[src/rtl/pq_shiftreg_if.sv]
// Shared HWPQ types and the queue-side port bundle.
// Pairs are <key,value>; empty cells hold KV_EMPTY.
package pq_pkg;

  localparam int PQ_CAPACITY = 15;
  localparam logic [7:0] KEYINF = 8'hFF;

  typedef enum logic {
    MIN_PQ = 1'b0,
    MAX_PQ = 1'b1
  } pq_type_e;

  localparam pq_type_e PQ_TYPE = MIN_PQ;

  typedef struct packed {
    logic [7:0] key;
    logic [7:0] val;
  } kv_t;

  localparam kv_t KV_EMPTY = '{
    key: KEYINF,
    val: 8'h00
  };

endpackage

interface pq_shiftreg_if
  import pq_pkg::*;
#(
  parameter int CAPACITY = PQ_CAPACITY
);

  localparam int CW = $clog2(CAPACITY + 1);

  logic          enq;
  logic          deq;
  kv_t           kvi;
  kv_t           kvo;
  logic          full;
  logic          empty;
  logic [CW-1:0] count;
  logic          ovf;
  logic          udf;

  modport master (
    output enq,
    output deq,
    output kvi,
    input  kvo,
    input  full,
    input  empty,
    input  count,
    input  ovf,
    input  udf
  );

  modport slave (
    input  enq,
    input  deq,
    input  kvi,
    output kvo,
    output full,
    output empty,
    output count,
    output ovf,
    output udf
  );

endinterface

[src/rtl/pq_shiftreg.sv]
// Sorted shift-register priority queue, head at q[0].
// Enqueue, dequeue or replace completes in one clock.
module pq_shiftreg
  import pq_pkg::*;
#(
  parameter int       CAPACITY = PQ_CAPACITY,
  parameter pq_type_e TYPE     = PQ_TYPE
) (
  input logic         clk,
  input logic         rst_n,
  pq_shiftreg_if.slave pq
);

  localparam int CW = $clog2(CAPACITY + 1);
  localparam logic [CW-1:0] CAP_C =
    CW'(CAPACITY);

  kv_t           q   [CAPACITY];
  kv_t           s   [CAPACITY];
  kv_t           n   [CAPACITY];
  logic [CW-1:0] cnt;
  logic [CW-1:0] ec;
  logic [CW-1:0] nxt_cnt;
  logic          do_enq;
  logic          do_deq;
  logic          ovf_q;
  logic          udf_q;
  logic          ovf_d;
  logic          udf_d;
  logic          seen;
  logic          ins;

  function automatic logic better(
    input kv_t a,
    input kv_t b
  );
    if (TYPE == MIN_PQ) begin
      return a.key < b.key;
    end
    return a.key > b.key;
  endfunction

  // s is the array after an optional head removal;
  // the insert position is searched against it.
  always_comb begin
    do_deq = pq.deq && (cnt != '0);
    ec     = do_deq ? cnt - 1'b1 : cnt;
    do_enq = pq.enq && (ec < CAP_C);
    ovf_d  = pq.enq && !do_enq;
    udf_d  = pq.deq && (cnt == '0);

    for (int i = 0; i < CAPACITY - 1; i++) begin
      s[i] = do_deq ? q[i+1] : q[i];
    end
    s[CAPACITY-1] = do_deq ? KV_EMPTY
                           : q[CAPACITY-1];

    // Occupancy bound, not a KEYINF compare,
    // so a KEYINF key still lands correctly.
    ins  = (ec == '0) || better(pq.kvi, s[0]);
    n[0] = (do_enq && ins) ? pq.kvi : s[0];
    seen = ins;
    for (int i = 1; i < CAPACITY; i++) begin
      ins = (CW'(i) >= ec)
         || better(pq.kvi, s[i]);
      if (!do_enq) begin
        n[i] = s[i];
      end else if (seen) begin
        n[i] = s[i-1];
      end else if (ins) begin
        n[i] = pq.kvi;
      end else begin
        n[i] = s[i];
      end
      seen = seen || ins;
    end

    nxt_cnt = cnt;
    unique case (1'b1)
      do_enq && !do_deq: nxt_cnt = cnt + 1'b1;
      do_deq && !do_enq: nxt_cnt = cnt - 1'b1;
      do_enq == do_deq:  nxt_cnt = cnt;
    endcase
  end

  always_ff @(posedge clk or negedge rst_n) begin
    if (!rst_n) begin
      for (int i = 0; i < CAPACITY; i++) begin
        q[i] <= KV_EMPTY;
      end
      cnt   <= '0;
      ovf_q <= 1'b0;
      udf_q <= 1'b0;
    end else begin
      for (int i = 0; i < CAPACITY; i++) begin
        q[i] <= n[i];
      end
      cnt   <= nxt_cnt;
      ovf_q <= ovf_d;
      udf_q <= udf_d;
    end
  end

  assign pq.kvo   = q[0];
  assign pq.count = cnt;
  assign pq.full  = (cnt == CAP_C);
  assign pq.empty = (cnt == '0);
  assign pq.ovf   = ovf_q;
  assign pq.udf   = udf_q;

endmodule
[src/flat_wrapper.sv]
// flat-port wrapper written by rule: the top's interface ports become plain ports
module pq_shiftreg_flat import pq_pkg::*;
#(
  parameter int       CAPACITY = PQ_CAPACITY,
  parameter pq_type_e TYPE     = PQ_TYPE
)
  (clk, rst_n, pq_enq, pq_deq, pq_kvi, pq_kvo, pq_full, pq_empty, pq_count, pq_ovf, pq_udf);
  pq_shiftreg_if #(.CAPACITY(CAPACITY)) pq_i ();
  input logic clk;
  input logic rst_n;
  input wire logic [$bits(pq_i.enq)-1:0] pq_enq;
  input wire logic [$bits(pq_i.deq)-1:0] pq_deq;
  input wire logic [$bits(pq_i.kvi)-1:0] pq_kvi;
  output wire logic [$bits(pq_i.kvo)-1:0] pq_kvo;
  output wire logic [$bits(pq_i.full)-1:0] pq_full;
  output wire logic [$bits(pq_i.empty)-1:0] pq_empty;
  output wire logic [$bits(pq_i.count)-1:0] pq_count;
  output wire logic [$bits(pq_i.ovf)-1:0] pq_ovf;
  output wire logic [$bits(pq_i.udf)-1:0] pq_udf;
  assign pq_i.enq = pq_enq;
  assign pq_i.deq = pq_deq;
  assign pq_i.kvi = pq_kvi;
  assign pq_kvo = pq_i.kvo;
  assign pq_full = pq_i.full;
  assign pq_empty = pq_i.empty;
  assign pq_count = pq_i.count;
  assign pq_ovf = pq_i.ovf;
  assign pq_udf = pq_i.udf;
  pq_shiftreg #(.CAPACITY(CAPACITY), .TYPE(TYPE)) u_core (.clk(clk), .rst_n(rst_n), .pq(pq_i));
endmodule
[config.mk]
export PLATFORM = sky130hd
export DESIGN_NAME = pq_shiftreg_flat
export DESIGN_NICKNAME = d
export VERILOG_FILES = /design/src/rtl/pq_shiftreg_if.sv /design/src/rtl/pq_shiftreg.sv /design/src/flat_wrapper.sv
export SDC_FILE = /design/constraint.sdc
export NUM_CORES = 1
export LEC_CHECK = 0
export ABC_AREA = 1
export BUFFER_PORTS_ARGS = -buffer_cell sky130_fd_sc_hd__buf_2
export CORE_MARGIN = 5
export CORE_UTILIZATION = 58
export DETAILED_ROUTE_END_ITERATION = 8
export GPL_ROUTABILITY_DRIVEN = 1
export HOLD_SLACK_MARGIN = 0.08
export PLACE_DENSITY = 0.86
export SETUP_SLACK_MARGIN = 0.15
export SLEW_MARGIN = 0
export SYNTH_ARGS = -nofsm -noshare
export SYNTH_HDL_FRONTEND = slang
export SYNTH_SLANG_ARGS = --single-unit
[constraint.sdc]
create_clock -name clk -period 5.71 [get_ports clk]
set_input_delay 1.142 -clock clk [delete_from_list [all_inputs] [get_ports clk]]
set_output_delay 1.142 -clock clk [all_outputs]
set_load 0.02 [all_outputs]
After elaboration in Yosys (flattened, before gate mapping)
Cells that the tools add are included.

operators by class
  reduce and logical (&&, ||, !) cells = 40
  magnitude comparators = 30
  equality and inequality tests = 2
  mux-type cells = 60
  add/sub/neg operators = 2

operator list
  cell                   number
  $mux W16               58
  $lt A8 B8 Y1           15
  $ge A4 B4 Y1 const A   7
  $logic_or A1 B1 Y1     28
  $ge A3 B4 Y1 const A   4
  $ge A2 B4 Y1 const A   2
  $logic_not A4 Y1       2
  $pmux W4 S2            1
  $logic_and A1 B1 Y1    7
  $add A4 B1 Y4 const B  1
  $eq A4 B4 Y1 const B   1
  $ge A1 B4 Y1 const A   1
  $lt A4 B4 Y1 const B   1
  $mux W4                1
  $reduce_bool A4 Y1     1
  $sub A4 B1 Y4 const B  1
  $logic_not A1 Y1       2
  $eq A1 B1 Y1           1

word-level totals
  word-level logic and storage cells = 167
  bits of input ports = 20
  register bits after elaboration = 246
  output and inout bits = 24

Logic depth before layout (Yosys ltp)
Gate-level depths: netlist (run 1).

  depth after elaboration = 20
  gate-level depth with buffers = 31
  depth with buffers taken out = 26

Worst setup path before layout (run 1)
OpenSTA, ideal clock, no wires.

  path type = input port to flip-flop
  start = input port pq_deq
  end = register u_core.q[17] (netlist name)
  setup time = 0.117 ns
  buffers on the path = 8
  setup slack = 0.415 ns
  required time = 5.593 ns
  data arrival time = 5.178 ns
  stages on the path = 28
  cells stage by stage = clkbuf_1 > nand2_4 > buf_6 > buf_4 > clkbuf_1 > buf_2 > clkbuf_1 > buf_1 > nand2_1 > o21ai_0 > inv_1 > ha_1 > a21oi_1 > nor2_1 > a211oi_1 > nand2_1 > nand2_1 > nor2_2 > nand4_4 > nor2_4 > nand4_4 > nor2_4 > nand3_4 > nor2_4 > buf_2 > nand2_1 > nand3_1 > nand2_1

RTL lines
  element                        RTL line            text
  start, declared                flat_wrapper.sv:12  input wire logic [$bits(pq_i.deq)-1:0] pq_deq;
  end signal, assigned by index  pq_shiftreg.sv:96   q[i] <= n[i];
  end, declared                  pq_shiftreg.sv:18   kv_t q [CAPACITY];

==> results.cfg, run 1 <==
[power]
power_density_mw_per_mm2 = 560
peakVddDrop_mv = 0.312
p_leak_nw = 8.92

[final_layout]
final_util = 0.626
ff_latch_area_mm2 = 0.00631
mostFrequentLayoutCells = 532 x nand2_1, 462 x o21ai_0, 239 x inv_1
fillers = 2673
drive_above_1_share = 0.136
multi_input_area_mm2 = 0.0103
layout_commonest_cell = nand2_1
finalNetCount = 2573
design_area_mm2 = 0.0197
area_growth_syn_to_layout_pct = 7.14

[setup_path]
cpPeakStageDelay_ps = 800
crit_cells = 21
crit_path_top_delay_cell = nand4_1
cp.arrival_ps = 5660
critPathMaxFanout = 59
crit_path_end_kind = register
crit_start = u_core.pq.count[0]
crit_chain = inv_1 -> ha_1 -> nand2_2 -> nand2_8 -> buf_4 -> nand2_1 -> o21ai_0 -> inv_1 -> ha_1 -> nand2_1 -> nor2_1 -> nand2_1 -> a21oi_2 -> nand4_4 -> nor2_4 -> nand4_4 -> nor3_1 -> nand4_1 -> nand2_1 -> nand3_1 -> nand2_1
crit_type = reg2reg
endpoint = u_core.q[8]
required_ps = 6220
rr_endpoint = u_core.q[8]
critPathBufInv = 3
cp_top_family = simple AND/OR/NAND/NOR gates
cp-start-kind = register
crit_top_cell = nand2_1
rrSetupSlack_ps = 550
reg2regPathDepth = 21
r2r_start = u_core.pq.count[0]

[placed_design]
io_buffers = 43
dpl_cell_area_mm2 = 0.0187
place_congestion = 0.913
dp_hpwl_mm = 36.3

[die]
fp.dieH_um = 188
fp.coreArea_mm2 = 0.0315
row_count = 65
io_pins = 44
initial_utilization = 0.584
dieArea_mm2 = 0.0354
die_x_um = 188

[clocking]
postCtsSetupBuffers = 0
worstSkewPairLatency_ps = 570
clkTransAtPathRegs_ps = 60
root_buffer = clkbuf_16
cts.sinks = 246
postCtsResizedCells = 0
ctsHoldBuffers = 0
cts_tree = yes
cts_made_buffers = 28
cts_max_level = 1
cts_buffer_depth = 3

[detailed_routing]
viasPerCell = 6.44
wl_per_cell_um = 19.1
drcViolationCount = 0
drtAntennaViolNets = 0
drt_iter0_drc = 2064
first_pass_iters = 7
totalWireLength_mm = 54.7
vias = 18477

[timing]
maxSlewHeadroom = 0.185
fin_crit_ps = 5160
fmax_ghz = 0.194
setup_viol_count_final = 0
hold_viol = 0
worst_pin_slew_ps = 1220
slew_violations = 0
fin_crit_sh = 0.903
rsz0062_at_grt = false
fin_skew_ps = 20.1
final.setup.tns_ps = 0

[global_routing]
antenna_found_initial = 0
grt-ovfl-total = 0
grt_pass1_vias = 18080
grt_start_max_net_pins = 251
groute.usage.overall = 0.297
grt_pass1_wl_mm = 89.2

[synthesis]
syn_area_mm2 = 0.0184
async_flop_share = 1.00
synth_seq_cells = 246
ys_seq_area_frac = 0.343
synth_edf_count = 0
synth_flop_cell = dfrtp_1
synth_fp_nets = 2647
syn_inst = 2519
synth.avg_cell_area_um2 = 7.30
ys_warn_count = 0
yosysUniqueCellTypes = 45

[job]
cap_violations = 0

[min_path]
hp-class = reg2reg
holdPathStages = 1

[run_status]
status = finished clean
## sequential cells by signal (all words and copies together), names as in the netlist
signal           flops
u_core.q           224
u_core.pq.kvo       16
u_core.pq.ovf        1
u_core.pq.count      4
u_core.pq.udf        1
## power by group
| group | internal (mW) | switching [mW] | total [mW] | leakage (nW) |
|---|---|---|---|---|
| Sequential | 2.88 | 0.482 | 3.36 | 2.79 |
| Combinational | 1.85 | 3.93 | 5.78 | 5.66 |
| Clock | 1.12 | 0.781 | 1.90 | 0.480 |
## worst min-delay path by stage
stage | startpoint | end | slack [ps]
2_1_floorplan | u_core.q[0] | u_core.q[0] | 490
3_3_place_gp | u_core.q[7] | u_core.q[7] | 510
3_5_place_dp | u_core.q[5] | u_core.q[5] | 520
4_1_cts | u_core.q[5] | u_core.q[5] | 530
5_1_grt | u_core.q[7] | u_core.q[7] | 570
6_report | u_core.pq.count[0] | u_core.pq.count[0] | 530
## kinds of logic (layout without fill, tap and decap cells)
kind of cell    Yosys count  after routing  share of synthesized area
compound gates          866            866                      0.272
xor+xnor                  5              5                    0.00279
fa+ha+maj               108            108                     0.0735
buf+inv                 455            402                     0.0981
flops                   246            246                      0.343
mux                      60             60                     0.0326
other cells               0              1                          0
simple gates            779            779                      0.178
## metrics by stage
stage	hold WS, ps	instances	setup slack (ps)	power, mW
after floorplan	492	2519	415	7.44
after global placement	508	2816	495	8.65
after detailed placement	518	2816	231	8.94
after CTS	532	2867	466	10.9
after global routing	566	2868	162	11.9
final	531	2869	554	11.0
## cell usage after synthesis, types with 3 or more instances
cell type / n / area [um^2]
nand2_1: 532 / 2000
o21ai_0: 462 / 2310
inv_1: 241 / 905
o211ai_1: 161 / 1210
a21oi_1: 148 / 741
clkbuf_1: 134 / 503
dfrtp_1: 126 / 3150
dfstp_2: 120 / 3150
ha_1: 108 / 1350
nand3_1: 85 / 425
nor2_1: 81 / 304
mux2i_1: 60 / 601
or2_2: 47 / 294
buf_1: 26 / 97.6
a211oi_1: 23 / 173
buf_4: 20 / 150
a221oi_1: 15 / 131
o221ai_1: 15 / 131
nor3_1: 13 / 65.1
buf_2: 12 / 60.1
clkinv_1: 12 / 45.0
a22oi_1: 10 / 75.1
inv_2: 9 / 33.8
a31oi_1: 8 / 50.1
nand4_1: 8 / 50.1
o21ai_1: 6 / 30.0
o22ai_1: 6 / 37.5
a21oi_2: 4 / 35.0
o21a_1: 4 / 30.0
nor2_4: 3 / 33.8
## worst reg2reg max path, stage by stage (launching register included)
cell	delay, ps
dfrtp_1	410
inv_1	180
ha_1	240
nand2_2	180
nand2_8	220
buf_4	530
nand2_1	110
o21ai_0	170
inv_1	110
ha_1	310
nand2_1	50
nor2_1	110
nand2_1	80
a21oi_2	370
nand4_4	180
nor2_4	160
nand4_4	120
nor3_1	250
nand4_1	800
nand2_1	310
nand3_1	120
nand2_1	100
## layout make-up
class,count,share of cell area
multi-input cells,1818,0.523
flip-flops and latches,246,0.320
well taps,402,0.0255
clock inverters,8,0.00565
inverters,262,0.0504
diodes,1,0.000127
repair inverters,1,0.000381
clock buffers,43,0.0435
repair buffers,88,0.0311
## layer usage
layer | GRT usage | up-vias | routed length [um]
met4 | 0.120 | 0 | 2120
met5 | 0 | - | 0
met2 | 0.490 | 1052 | 25100
met1 | 0.389 | 8765 | 22300
li1 | - | 8481 | -
met3 | 0.0499 | 179 | 5140
(Power assumes the default switching activity.)
==> run 2, diff against run 1 <==
==> constraint.sdc (replaced) <==
create_clock -name clk -period 5.71 [get_ports clk]
set_input_delay 0.8565 -clock clk [delete_from_list [all_inputs] [get_ports clk]]
set_output_delay 0.8565 -clock clk [all_outputs]
set_load 0.02 [all_outputs]
==> results.cfg, run 2 (synthesized netlist as in run 1, its figures left out) <==
[final_layout]
mostFrequentLayoutCells = 532 x nand2_1, 462 x o21ai_0, 240 x inv_1
area_growth_syn_to_layout_pct = 7.05
largest_register = u_core.q
stdcell_count = 2867
largest_reg_flops = 224
fillers = 2625
multi_input_area_mm2 = 0.0103
finalNetCount = 2569
layout_commonest_cell = nand2_1
design_area_mm2 = 0.0197
ff_latch_area_mm2 = 0.00631
drive_above_1_share = 0.136
final_util = 0.626

[run_status]
status = finished clean

[timing]
fmax_ghz = 0.195
fin_crit_ps = 5130
setup_slack_ps = 580
hold_viol = 0
maxSlewHeadroom = 0.203
fin_crit_sh = 0.898
setup_viol_count_final = 0
final.setup.tns_ps = 0
slew_violations = 0
rsz0062_at_grt = false
worst_pin_slew_ps = 1190
fin_skew_ps = 15.5
hold_ws_ps = 401

[setup_path]
rrSetupSlack_ps = 580
crit_path_top_delay_cell = inv_1
crit_top_cell = nand2_1
crit_cells = 24
cp-start-kind = register
rr_endpoint = u_core.q[111]
critPathMaxFanout = 33
reg2regPathDepth = 24
cp.arrival_ps = 5580
cp_top_family = buffers and inverters
crit_start = u_core.pq.count[0]
crit_path_end_kind = register
crit_chain = inv_1 -> ha_1 -> nand2_2 -> nand2_8 -> inv_2 -> or2_2 -> o21ai_0 -> ha_1 -> nand2_1 -> inv_1 -> nand2_1 -> nand2_1 -> nand2_1 -> nand2_1 -> nand2_1 -> nor2_2 -> nand4_4 -> buf_4 -> nor3_2 -> nand2_1 -> inv_1 -> o211ai_1 -> o211ai_1 -> o21ai_0
critPathBufInv = 5
endpoint = u_core.q[111]
r2r_start = u_core.pq.count[0]
crit_type = reg2reg
cpPeakStageDelay_ps = 790
required_ps = 6160

[global_routing]
use_met2 = 0.493
antenna_found_initial = 0
groute.usage.overall = 0.294
use_met1 = 0.394
grt-ovfl-total = 0
met3_usage = 0.0374
grt_pass1_vias = 17751
grt_pass1_wl_mm = 88.7
top_usage_layer = met2
grt_start_max_net_pins = 251

[power]
peakVddDrop_mv = 0.298
p_leak_nw = 8.93
power_density_mw_per_mm2 = 561
power_mw = 11.1

[die]
fp.coreArea_mm2 = 0.0315
io_pins = 44
die_x_um = 188
fp.dieH_um = 188
dieArea_mm2 = 0.0354
initial_utilization = 0.584
row_count = 65

[clocking]
cts.sinks = 246
worstSkewPairLatency_ps = 570
cts_buffer_depth = 3
cts_max_level = 1
cts_tree = yes
clkTransAtPathRegs_ps = 60
root_buffer = clkbuf_16
cts_made_buffers = 29

[detailed_routing]
vias = 18536
viasPerCell = 6.47
drcViolationCount = 0
wl_per_cell_um = 18.9
totalWireLength_mm = 54.2
drt_iter0_drc = 2351
first_pass_iters = 9
drtAntennaViolNets = 0

[job]
cap_violations = 0

[placed_design]
dpl_cell_area_mm2 = 0.0186
placedCellCount = 2808
place_congestion = 0.894
io_buffers = 43
place_worst_setup_slack_ps = 494
dp_hpwl_mm = 35.9

[min_path]
hp-class = in2async
## run 2: routing by layer
layer | share of wire | wire [um] | vias to the layer above
li1 | - | - | 8484
met1 | 0.41 | 22200 | 8853
met2 | 0.47 | 25600 | 1022
met3 | 0.082 | 4460 | 177
met4 | 0.036 | 1960 | 0
met5 | 0 | 0 | -
## run 2: layout make-up
type,count,area share
Multi-Input combinational cell,1818,0.524
Timing Repair Buffer,84,0.0298
Inverter,262,0.0503
Antenna cell,1,0.000127
Clock buffer,39,0.0423
Clock inverter,15,0.00807
Sequential cell,246,0.320
Tap cell,402,0.0255
## run 2: worst min path at each step
| stage | end | slack (ps) | cells past startpoint |
|---|---|---|---|
| 2_1_floorplan | u_core.q[0] | 490 | 2 |
| 3_3_place_gp | u_core.q[6] | 510 | 2 |
| 3_5_place_dp | u_core.q[0] | 530 | 2 |
| 4_1_cts | u_core.q[192] | 420 | 1 |
| 5_1_grt | u_core.q[192] | 460 | 1 |
| 6_report | u_core.pq.count[3] | 400 | 1 |
## run 2: where the power goes
| part | switching (mW) | leakage (nW) | internal [mW] |
|---|---|---|---|
| Sequential | 0.483 | 2.79 | 2.88 |
| Clock | 0.784 | 0.494 | 1.15 |
| Combinational | 3.91 | 5.65 | 1.83 |
## run 2: worst register-to-register path, stage by stage, from the launching register on
cell	delay (ps)
dfrtp_1	410
inv_1	130
ha_1	260
nand2_2	200
nand2_8	190
inv_2	430
or2_2	190
o21ai_0	120
ha_1	330
nand2_1	70
inv_1	60
nand2_1	50
nand2_1	80
nand2_1	50
nand2_1	60
nand2_1	110
nor2_2	220
nand4_4	140
buf_4	300
nor3_2	170
nand2_1	70
inv_1	790
o211ai_1	270
o211ai_1	180
o21ai_0	120
## run 2: what timing repair did
action	CTS	global route
hold buffers	0	0
gates resized for setup	0	2
setup endpoints to repair	0	31
buffers inserted	0	4
